<file path="config.mk">
export PLATFORM = sky130hd
export DESIGN_NAME = gpio_pad_seq_flat
export DESIGN_NICKNAME = d
export VERILOG_FILES = /design/src/rtl/gpio_pad_seq_if.sv /design/src/rtl/gpio_pad_seq.sv /design/src/flat_wrapper.sv
export SDC_FILE = /design/constraint.sdc
export NUM_CORES = 1
export LEC_CHECK = 0
export CORE_MARGIN = 2
export CORE_UTILIZATION = 30
export CTS_BUF_LIST = sky130_fd_sc_hd__clkbuf_2
export CTS_CLUSTER_SIZE = 14
export DETAILED_ROUTE_END_ITERATION = 10
export PLACE_DENSITY = 0.6
export SLEW_MARGIN = 30
export SYNTH_ARGS = -nofsm -noshare
export SYNTH_HDL_FRONTEND = slang
export SYNTH_SLANG_ARGS = --single-unit
export TNS_END_PERCENT = 30
</file>
<file path="constraint.sdc">
create_clock -name CLK_I -period 2.55 [get_ports CLK_I]
set_input_delay 0.51 -clock CLK_I [delete_from_list [all_inputs] [get_ports CLK_I]]
set_output_delay 0.51 -clock CLK_I [all_outputs]
set_load 0.03 [all_outputs]
</file>
<file path="src/rtl/gpio_pad_seq_if.sv">
// gpio_pad_seq_if: the signal bundle between the core-side GPIO register
// block, the per-pad sequencer and the pad cell.
//   slave  : the sequencer's view. Core requests, config and the pad
//            receiver are inputs. Status flags and pad controls are outputs.
//   master : the driving side's view (register block / pad model).
// DEB_W sets the width of the debounce length field.
interface gpio_pad_seq_if #(parameter int DEB_W = 8);
  logic             DIR_REQ_I;
  logic             DOUT_I;
  logic             CFG_LD_I;
  logic [3:0]       CFG_DS_I;
  logic             CFG_SR_I;
  logic [1:0]       CFG_OD_I;
  logic [1:0]       CFG_PULL_I;
  logic [1:0]       CFG_STE_I;
  logic [DEB_W-1:0] DEB_LEN_I;
  logic             DIR_O;
  logic             BUSY_O;
  logic             DIR_ACK_O;
  logic             CFG_ERR_O;
  logic             DIN_O;
  logic             DIN_EDGE_O;
  logic             PAD_DO_O;
  logic             PAD_SR_O;
  logic             PAD_OE_O;
  logic             PAD_ODP_O;
  logic             PAD_ODN_O;
  logic             PAD_IE_O;
  logic             PAD_PU_O;
  logic             PAD_PD_O;
  logic [3:0]       PAD_DS_O;
  logic [1:0]       PAD_STE_O;
  logic [1:0]       PAD_DI_I;

  modport slave (
    input  DIR_REQ_I, DOUT_I, CFG_LD_I, CFG_DS_I, CFG_SR_I, CFG_OD_I,
           CFG_PULL_I, CFG_STE_I, DEB_LEN_I, PAD_DI_I,
    output DIR_O, BUSY_O, DIR_ACK_O, CFG_ERR_O, DIN_O, DIN_EDGE_O,
           PAD_DO_O, PAD_SR_O, PAD_OE_O, PAD_ODP_O, PAD_ODN_O, PAD_IE_O,
           PAD_PU_O, PAD_PD_O, PAD_DS_O, PAD_STE_O
  );

  modport master (
    output DIR_REQ_I, DOUT_I, CFG_LD_I, CFG_DS_I, CFG_SR_I, CFG_OD_I,
           CFG_PULL_I, CFG_STE_I, DEB_LEN_I, PAD_DI_I,
    input  DIR_O, BUSY_O, DIR_ACK_O, CFG_ERR_O, DIN_O, DIN_EDGE_O,
           PAD_DO_O, PAD_SR_O, PAD_OE_O, PAD_ODP_O, PAD_ODN_O, PAD_IE_O,
           PAD_PU_O, PAD_PD_O, PAD_DS_O, PAD_STE_O
  );
endinterface

</file>
<file path="src/rtl/gpio_pad_seq.sv">
// gpio_pad_seq: per-pad sequencer for the 1.8V GPIO pad cell.
// It performs break-before-make direction turnarounds (OE and IE both low
// for TURN_CYC cycles), shadows the pad configuration (loadable only while
// in input), and synchronises and debounces the pad receiver.
// Ports:
//   CLK_I, RST_I : clock and synchronous active-high reset
//   bus (slave)  : core requests/config, status flags, pad controls,
//                  pad receiver
// All pad controls and flags come straight from flops. They are decoded
// from the next state so that they line up with the state register.
module gpio_pad_seq #(
  parameter int TURN_CYC = 4,
  parameter int DEB_W    = 8
) (
  input  logic          CLK_I,
  input  logic          RST_I,
  gpio_pad_seq_if.slave bus
);

  typedef enum logic [1:0] {ST_IN, ST_TURN_OUT, ST_OUT, ST_TURN_IN} state_t;

  localparam logic [7:0] TURN_LAST = 8'(TURN_CYC - 1);

  state_t           state_q, state_d;
  logic [7:0]       turn_cnt_q, turn_cnt_d;
  logic [3:0]       ds_q, ds_d;
  logic             sr_q, sr_d;
  logic [1:0]       od_q, od_d, pull_q, pull_d, ste_q, ste_d;
  logic             dir_q, dir_d, busy_q, busy_d, ack_q, ack_d, err_q, err_d;
  logic             pad_do_q, pad_do_d, pad_oe_q, pad_oe_d, pad_ie_q, pad_ie_d;
  logic             pad_pu_q, pad_pu_d, pad_pd_q, pad_pd_d;
  logic             sync1_q, sync1_d, sync2_q, sync2_d;
  logic             din_q, din_d, edge_q, edge_d;
  logic [DEB_W-1:0] deb_cnt_q, deb_cnt_d;
  logic [DEB_W:0]   deb_cnt_inc;
  logic             unused_di1;

  // This pad type only has a single receiver bit.
  assign unused_di1 = bus.PAD_DI_I[1];

  // Direction FSM. A turnaround always runs to completion; the request
  // level is only looked at again once a stable state has been reached.
  always_comb begin
    state_d    = state_q;
    turn_cnt_d = turn_cnt_q;
    ack_d      = 1'b0;
    case (state_q)
      ST_IN: if (bus.DIR_REQ_I) begin
        state_d    = ST_TURN_OUT;
        turn_cnt_d = '0;
      end
      ST_OUT: if (!bus.DIR_REQ_I) begin
        state_d    = ST_TURN_IN;
        turn_cnt_d = '0;
      end
      ST_TURN_OUT: if (turn_cnt_q == TURN_LAST) begin
        state_d    = ST_OUT;
        turn_cnt_d = '0;
        ack_d      = 1'b1;
      end else begin
        turn_cnt_d = turn_cnt_q + 8'd1;
      end
      default: if (turn_cnt_q == TURN_LAST) begin
        state_d    = ST_IN;
        turn_cnt_d = '0;
        ack_d      = 1'b1;
      end else begin
        turn_cnt_d = turn_cnt_q + 8'd1;
      end
    endcase
  end

  // Shadow configuration is only writable while the pad is a stable input.
  always_comb begin
    ds_d   = ds_q;
    sr_d   = sr_q;
    od_d   = od_q;
    pull_d = pull_q;
    ste_d  = ste_q;
    err_d  = 1'b0;
    if (bus.CFG_LD_I) begin
      if (state_q == ST_IN) begin
        ds_d   = bus.CFG_DS_I;
        sr_d   = bus.CFG_SR_I;
        od_d   = bus.CFG_OD_I;
        pull_d = bus.CFG_PULL_I;
        ste_d  = bus.CFG_STE_I;
      end else begin
        err_d = 1'b1;
      end
    end
  end

  // Pad control decode. Pulls stay off while heading into or sitting in
  // output, so they never fight the driver.
  always_comb begin
    dir_d = dir_q;
    if (state_d == ST_IN)  dir_d = 1'b0;
    if (state_d == ST_OUT) dir_d = 1'b1;
    busy_d   = (state_d == ST_TURN_OUT) || (state_d == ST_TURN_IN);
    pad_oe_d = (state_d == ST_OUT);
    pad_ie_d = (state_d == ST_IN) || (state_d == ST_OUT);
    pad_pu_d = ((state_d == ST_IN) || (state_d == ST_TURN_IN)) && pull_d[1];
    pad_pd_d = ((state_d == ST_IN) || (state_d == ST_TURN_IN)) && pull_d[0];
    pad_do_d = (state_d == ST_OUT) ? bus.DOUT_I : 1'b0;
  end

  // Receiver path. The debounce counter is frozen at zero while the
  // receiver is disabled, so turnaround garbage never reaches DIN_O.
  // The update test uses count+1 so that a length of 0 or 1 means one
  // cycle of latency after the synchroniser.
  always_comb begin
    sync1_d     = bus.PAD_DI_I[0];
    sync2_d     = sync1_q;
    din_d       = din_q;
    edge_d      = 1'b0;
    deb_cnt_d   = deb_cnt_q;
    deb_cnt_inc = {1'b0, deb_cnt_q} + {{DEB_W{1'b0}}, 1'b1};
    if (!pad_ie_q || (sync2_q == din_q)) begin
      deb_cnt_d = '0;
    end else if (deb_cnt_inc >= {1'b0, bus.DEB_LEN_I}) begin
      din_d     = sync2_q;
      edge_d    = 1'b1;
      deb_cnt_d = '0;
    end else if (deb_cnt_q != {DEB_W{1'b1}}) begin
      deb_cnt_d = deb_cnt_inc[DEB_W-1:0];
    end
  end

  always_ff @(posedge CLK_I) begin
    if (RST_I) begin
      state_q    <= ST_IN;
      turn_cnt_q <= '0;
      ds_q       <= 4'b0001;
      sr_q       <= 1'b0;
      od_q       <= 2'b00;
      pull_q     <= 2'b00;
      ste_q      <= 2'b00;
      dir_q      <= 1'b0;
      busy_q     <= 1'b0;
      ack_q      <= 1'b0;
      err_q      <= 1'b0;
      pad_do_q   <= 1'b0;
      pad_oe_q   <= 1'b0;
      pad_ie_q   <= 1'b1;
      pad_pu_q   <= 1'b0;
      pad_pd_q   <= 1'b0;
      sync1_q    <= 1'b0;
      sync2_q    <= 1'b0;
      din_q      <= 1'b0;
      edge_q     <= 1'b0;
      deb_cnt_q  <= '0;
    end else begin
      state_q    <= state_d;
      turn_cnt_q <= turn_cnt_d;
      ds_q       <= ds_d;
      sr_q       <= sr_d;
      od_q       <= od_d;
      pull_q     <= pull_d;
      ste_q      <= ste_d;
      dir_q      <= dir_d;
      busy_q     <= busy_d;
      ack_q      <= ack_d;
      err_q      <= err_d;
      pad_do_q   <= pad_do_d;
      pad_oe_q   <= pad_oe_d;
      pad_ie_q   <= pad_ie_d;
      pad_pu_q   <= pad_pu_d;
      pad_pd_q   <= pad_pd_d;
      sync1_q    <= sync1_d;
      sync2_q    <= sync2_d;
      din_q      <= din_d;
      edge_q     <= edge_d;
      deb_cnt_q  <= deb_cnt_d;
    end
  end

  assign bus.DIR_O      = dir_q;
  assign bus.BUSY_O     = busy_q;
  assign bus.DIR_ACK_O  = ack_q;
  assign bus.CFG_ERR_O  = err_q;
  assign bus.DIN_O      = din_q;
  assign bus.DIN_EDGE_O = edge_q;
  assign bus.PAD_DO_O   = pad_do_q;
  assign bus.PAD_OE_O   = pad_oe_q;
  assign bus.PAD_IE_O   = pad_ie_q;
  assign bus.PAD_PU_O   = pad_pu_q;
  assign bus.PAD_PD_O   = pad_pd_q;
  assign bus.PAD_SR_O   = sr_q;
  assign bus.PAD_ODP_O  = od_q[1];
  assign bus.PAD_ODN_O  = od_q[0];
  assign bus.PAD_DS_O   = ds_q;
  assign bus.PAD_STE_O  = ste_q;

endmodule
</file>
<file path="src/flat_wrapper.sv">
// flat-port wrapper written by rule: the top's interface ports become plain ports
module gpio_pad_seq_flat 
#(
  parameter int TURN_CYC = 4,
  parameter int DEB_W    = 8
)
  (CLK_I, RST_I, bus_DIR_REQ_I, bus_DOUT_I, bus_CFG_LD_I, bus_CFG_DS_I, bus_CFG_SR_I, bus_CFG_OD_I, bus_CFG_PULL_I, bus_CFG_STE_I, bus_DEB_LEN_I, bus_PAD_DI_I, bus_DIR_O, bus_BUSY_O, bus_DIR_ACK_O, bus_CFG_ERR_O, bus_DIN_O, bus_DIN_EDGE_O, bus_PAD_DO_O, bus_PAD_SR_O, bus_PAD_OE_O, bus_PAD_ODP_O, bus_PAD_ODN_O, bus_PAD_IE_O, bus_PAD_PU_O, bus_PAD_PD_O, bus_PAD_DS_O, bus_PAD_STE_O);
  gpio_pad_seq_if #(.DEB_W(DEB_W)) bus_i ();
  input  logic CLK_I;
  input  logic RST_I;
  input wire logic [$bits(bus_i.DIR_REQ_I)-1:0] bus_DIR_REQ_I;
  input wire logic [$bits(bus_i.DOUT_I)-1:0] bus_DOUT_I;
  input wire logic [$bits(bus_i.CFG_LD_I)-1:0] bus_CFG_LD_I;
  input wire logic [$bits(bus_i.CFG_DS_I)-1:0] bus_CFG_DS_I;
  input wire logic [$bits(bus_i.CFG_SR_I)-1:0] bus_CFG_SR_I;
  input wire logic [$bits(bus_i.CFG_OD_I)-1:0] bus_CFG_OD_I;
  input wire logic [$bits(bus_i.CFG_PULL_I)-1:0] bus_CFG_PULL_I;
  input wire logic [$bits(bus_i.CFG_STE_I)-1:0] bus_CFG_STE_I;
  input wire logic [$bits(bus_i.DEB_LEN_I)-1:0] bus_DEB_LEN_I;
  input wire logic [$bits(bus_i.PAD_DI_I)-1:0] bus_PAD_DI_I;
  output wire logic [$bits(bus_i.DIR_O)-1:0] bus_DIR_O;
  output wire logic [$bits(bus_i.BUSY_O)-1:0] bus_BUSY_O;
  output wire logic [$bits(bus_i.DIR_ACK_O)-1:0] bus_DIR_ACK_O;
  output wire logic [$bits(bus_i.CFG_ERR_O)-1:0] bus_CFG_ERR_O;
  output wire logic [$bits(bus_i.DIN_O)-1:0] bus_DIN_O;
  output wire logic [$bits(bus_i.DIN_EDGE_O)-1:0] bus_DIN_EDGE_O;
  output wire logic [$bits(bus_i.PAD_DO_O)-1:0] bus_PAD_DO_O;
  output wire logic [$bits(bus_i.PAD_SR_O)-1:0] bus_PAD_SR_O;
  output wire logic [$bits(bus_i.PAD_OE_O)-1:0] bus_PAD_OE_O;
  output wire logic [$bits(bus_i.PAD_ODP_O)-1:0] bus_PAD_ODP_O;
  output wire logic [$bits(bus_i.PAD_ODN_O)-1:0] bus_PAD_ODN_O;
  output wire logic [$bits(bus_i.PAD_IE_O)-1:0] bus_PAD_IE_O;
  output wire logic [$bits(bus_i.PAD_PU_O)-1:0] bus_PAD_PU_O;
  output wire logic [$bits(bus_i.PAD_PD_O)-1:0] bus_PAD_PD_O;
  output wire logic [$bits(bus_i.PAD_DS_O)-1:0] bus_PAD_DS_O;
  output wire logic [$bits(bus_i.PAD_STE_O)-1:0] bus_PAD_STE_O;
  assign bus_i.DIR_REQ_I = bus_DIR_REQ_I;
  assign bus_i.DOUT_I = bus_DOUT_I;
  assign bus_i.CFG_LD_I = bus_CFG_LD_I;
  assign bus_i.CFG_DS_I = bus_CFG_DS_I;
  assign bus_i.CFG_SR_I = bus_CFG_SR_I;
  assign bus_i.CFG_OD_I = bus_CFG_OD_I;
  assign bus_i.CFG_PULL_I = bus_CFG_PULL_I;
  assign bus_i.CFG_STE_I = bus_CFG_STE_I;
  assign bus_i.DEB_LEN_I = bus_DEB_LEN_I;
  assign bus_i.PAD_DI_I = bus_PAD_DI_I;
  assign bus_DIR_O = bus_i.DIR_O;
  assign bus_BUSY_O = bus_i.BUSY_O;
  assign bus_DIR_ACK_O = bus_i.DIR_ACK_O;
  assign bus_CFG_ERR_O = bus_i.CFG_ERR_O;
  assign bus_DIN_O = bus_i.DIN_O;
  assign bus_DIN_EDGE_O = bus_i.DIN_EDGE_O;
  assign bus_PAD_DO_O = bus_i.PAD_DO_O;
  assign bus_PAD_SR_O = bus_i.PAD_SR_O;
  assign bus_PAD_OE_O = bus_i.PAD_OE_O;
  assign bus_PAD_ODP_O = bus_i.PAD_ODP_O;
  assign bus_PAD_ODN_O = bus_i.PAD_ODN_O;
  assign bus_PAD_IE_O = bus_i.PAD_IE_O;
  assign bus_PAD_PU_O = bus_i.PAD_PU_O;
  assign bus_PAD_PD_O = bus_i.PAD_PD_O;
  assign bus_PAD_DS_O = bus_i.PAD_DS_O;
  assign bus_PAD_STE_O = bus_i.PAD_STE_O;
  gpio_pad_seq #(.TURN_CYC(TURN_CYC), .DEB_W(DEB_W)) u_core (.CLK_I(CLK_I), .RST_I(RST_I), .bus(bus_i));
endmodule
</file>
==> results.py <==
metrics = {
    "yosys": {
        "synth_ff_type": "dfxtp_1",
        "post-synth-top-area-cell": "dfxtp_1",
        "async_flop_share_pct": 0,
        "synth-seq-cells": 41,
        "syn-cell-area_sq_um": 1813,
        "syn-num-nets": 242,
        "synth_cells": 206,
        "ys_seq_area_share_pct": 45.27,
        "synth-edff-count": 0,
        "synth_most_common_cell": "dfxtp_1",
        "synth_top_cell_area_share_pct": 45.27,
        "yosys-top-cells-count": "41 x dfxtp_1, 38 x nand2_1, 17 x a21oi_1, 17 x nor2_1",
        "syn_area_per_cell_sq_um": 8.801,
        "synth.area.top_cells": "dfxtp_1 45%, nand2_1 7.9%, ha_1 6.9%",
        "ys_types": 41,
        "ys_warn_count": 0,
    },
    "cells_and_area": {
        "fill_cells": 616,
        "diodes": 0,
        "area_delta_synth_final_pct": 31.95,
        "multiInputGateArea_sq_um": 918.4,
        "instances_no_fill": 329,
        "register_area_sq_um": 820.8,
        "num-nets-final": 289,
        "drive_above_1_share_pct": 6.299,
    },
    "grt": {
        "antenna_found_initial": 0,
        "grt_max_degree": 28,
        "globalRouteOverflowTotal": 0,
        "grt_usage_pct": 11.42,
        "grt_pass1_vias": 1374,
        "grt_pass1_wl_mm": 5.927,
    },
    "cts": {
        "post_cts_buffers": 0,
        "clock-sinks": 41,
        "postCtsHoldBufs": 0,
        "root_buffer": "clkbuf_2",
        "cts_resized": 0,
        "clock_path_buffers": 2,
        "htree_num_levels": 2,
        "tritoncts": "yes",
        "clkLatencyLatePin_ns": 0.40,
        "clk_pin_slew_ns": 0.22,
        "cts_buffers": 5,
    },
    "sta": {
        "worstMarginPinSlew_ns": 0.4093,
        "rsz0062_at_grt": "false",
        "finalCritPeriodShare_pct": 86.69,
        "max_clock_freq_ghz": 0.4524,
        "finalSetupViolations": 0,
        "fin_skew_ns": 0.02323,
        "maxSlewHeadroom_pct": 72.47,
        "hold_viol": 0,
        "min_period_ns": 2.211,
        "slew_viol_final": 0,
        "tns_ns": 0,
    },
    "hold_path": {
        "min_path_cells": 1,
        "min_path_type": "register to register",
        "min_to": "u_core.sync2_q",
        "min_from": "u_core.sync1_q",
    },
    "detailed_routing": {
        "drc_errors": 0,
        "vias_per_cell": 4.495,
        "num_vias": 1479,
        "firstDrtPassIters": 4,
        "drt_iter0_drc": 32,
        "wl_per_cell_um": 11.08,
        "antenna_left": 0,
        "drt_wl_total_mm": 3.644,
    },
    "place": {
        "dp.cells": 321,
        "hpwl_mm": 2.715,
        "portBuffers": 44,
        "place_congestion": 0.7283,
    },
    "worst_setup_path": {
        "critPathTopFamily": "simple AND/OR/NAND/NOR gates",
        "r2r-end": "u_core.bus.DIN_O",
        "rrSetupSlack_ns": 0.34,
        "worstPathRequired_ns": 2.87,
        "crit_path_top_delay_cell": "dfxtp_1",
        "path_cells": "and4_1, nand2_1, nor2_1, xor2_1, ha_1, nand3_1, o22ai_1, a21oi_1, buf_4, o311ai_0",
        "cp.depth": 10,
        "path_class": "register to register",
        "crit_arrival_ns": 2.53,
        "path_buf_inv": 1,
        "start_kind": "register",
        "reg2reg_from": "u_core.deb_cnt_q[2]",
        "rr_worst_depth": 10,
        "cp_max_fo": 10,
        "slowest_delay_ns": 0.44,
        "worstSetupEndpointType": "register",
    },
    "pwr": {
        "power_mw": 1.205,
        "cellPowerDensity_nw_per_um2": 503.6,
        "leakage_nw": 0.9799,
        "peakVddDrop_mv": 0.2692,
    },
    "outcome": {
        "status": "finished, final reports clean",
    },
    "die": {
        "rows": 28,
        "core_area_sq_um": 5886,
        "io_pins": 46,
        "dieArea_sq_um": 6681,
        "die_w_um": 81.74,
        "die_height_um": 81.74,
        "start_util_pct": 30.80,
    },
    "run": {
        "cap_violations": 0,
    },
}
-- cells in the final DEF, fill, tap and decap left out, types with 2 or more instances in the layout --
cell type         n
a31oi_1           2
xnor2_1           4
o21ai_0           2
and3_1            8
nor2b_1           6
clkbuf_2          5
xor2_1            9
nor2_1           17
clkdlybuf4s50_1  44
nor3_1            2
inv_1            10
a21oi_1          17
nand2_1          38
nand3b_1          2
nand3_1           5
nand4_1           2
and2_1            4
buf_4             2
nor3b_1           2
ha_1             10
dfxtp_1          41
-- routing by layer --
layer / share of wire (%) / wire, um / global-route usage (%)
met5: 0 / 0 / 0
met3: 3.1 / 114 / 3.297
met1: 47 / 1725 / 14.24
met4: 1.8 / 65 / 4.500
met2: 48 / 1738 / 18.54
-- per-stage QoR --
step           hold slack, ns  setup WS (ns)  util [%]  instance area, sq um
2_1_floorplan          0.4138         0.4839         -                  1813
3_3_place_gp           0.4215         0.3118     39.52                  2326
3_5_place_dp           0.4237         0.3020     39.52                  2326
4_1_cts                0.4347         0.3141     40.65                  2392
5_1_grt                0.4247        0.07162     40.65                  2392
6_report               0.4285         0.3395     40.65                  2392
-- cell families after synthesis --
family | Yosys count | synth area share, %
buffers and inverters | 16 | 4.072
and+or+nand+nor | 95 | 26.92
xor gates and xnor gates | 13 | 6.280
muxes | 1 | 0.5521
adders and majority gates | 10 | 6.901
DFF | 41 | 45.27
AOI/OAI and AO/OA | 30 | 10.01
-- state kept, by name, summed over array words and instances (netlist names) --
register               cells
u_core.bus.PAD_OE_O        1
u_core.turn_cnt_q          8
u_core.bus.PAD_DS_O        4
u_core.bus.DIR_ACK_O       1
u_core.pull_q              2
u_core.bus.PAD_IE_O        1
u_core.state_q             2
u_core.sync2_q             1
u_core.bus.DIN_EDGE_O      1
u_core.od_q                2
u_core.bus.PAD_PU_O        1
u_core.bus.CFG_ERR_O       1
u_core.deb_cnt_q           8
u_core.bus.PAD_DO_O        1
u_core.bus.PAD_PD_O        1
u_core.bus.DIR_O           1
u_core.bus.PAD_SR_O        1
u_core.bus.PAD_STE_O       2
u_core.sync1_q             1
u_core.bus.DIN_O           1
-- where the power goes --
group          internal [mW]  switching, mW  total [mW]
Clock                  0.162          0.213       0.375
Combinational         0.0782         0.0784       0.157
Sequential             0.661         0.0124       0.673
Total                  0.901          0.303        1.20
-- area by class of cell --
class / count / area share, %
clock inverters: 3 / 1.726
repair buffers: 46 / 19.04
multi-input cells: 149 / 38.39
well taps: 75 / 3.923
inverters: 10 / 1.569
clock buffers: 5 / 1.046
flip-flops and latches: 41 / 34.31
-- worst max-delay path by stage --
| stage | from | endpoint | slack (ns) |
|---|---|---|---|
| after floorplan | u_core.deb_cnt_q[2] | u_core.deb_cnt_q[7] | 0.48 |
| after global routing | u_core.deb_cnt_q[2] | u_core.bus.DIN_O | 0.07 |
| after CTS | u_core.state_q[0] | bus_BUSY_O | 0.31 |
| after detailed placement | bus_DEB_LEN_I[2] | u_core.bus.DIN_O | 0.30 |
| final | u_core.deb_cnt_q[2] | u_core.bus.DIN_O | 0.34 |
| after global placement | bus_DEB_LEN_I[2] | u_core.bus.DIN_O | 0.31 |
No activity file was read; power rests on OpenSTA's default activity.
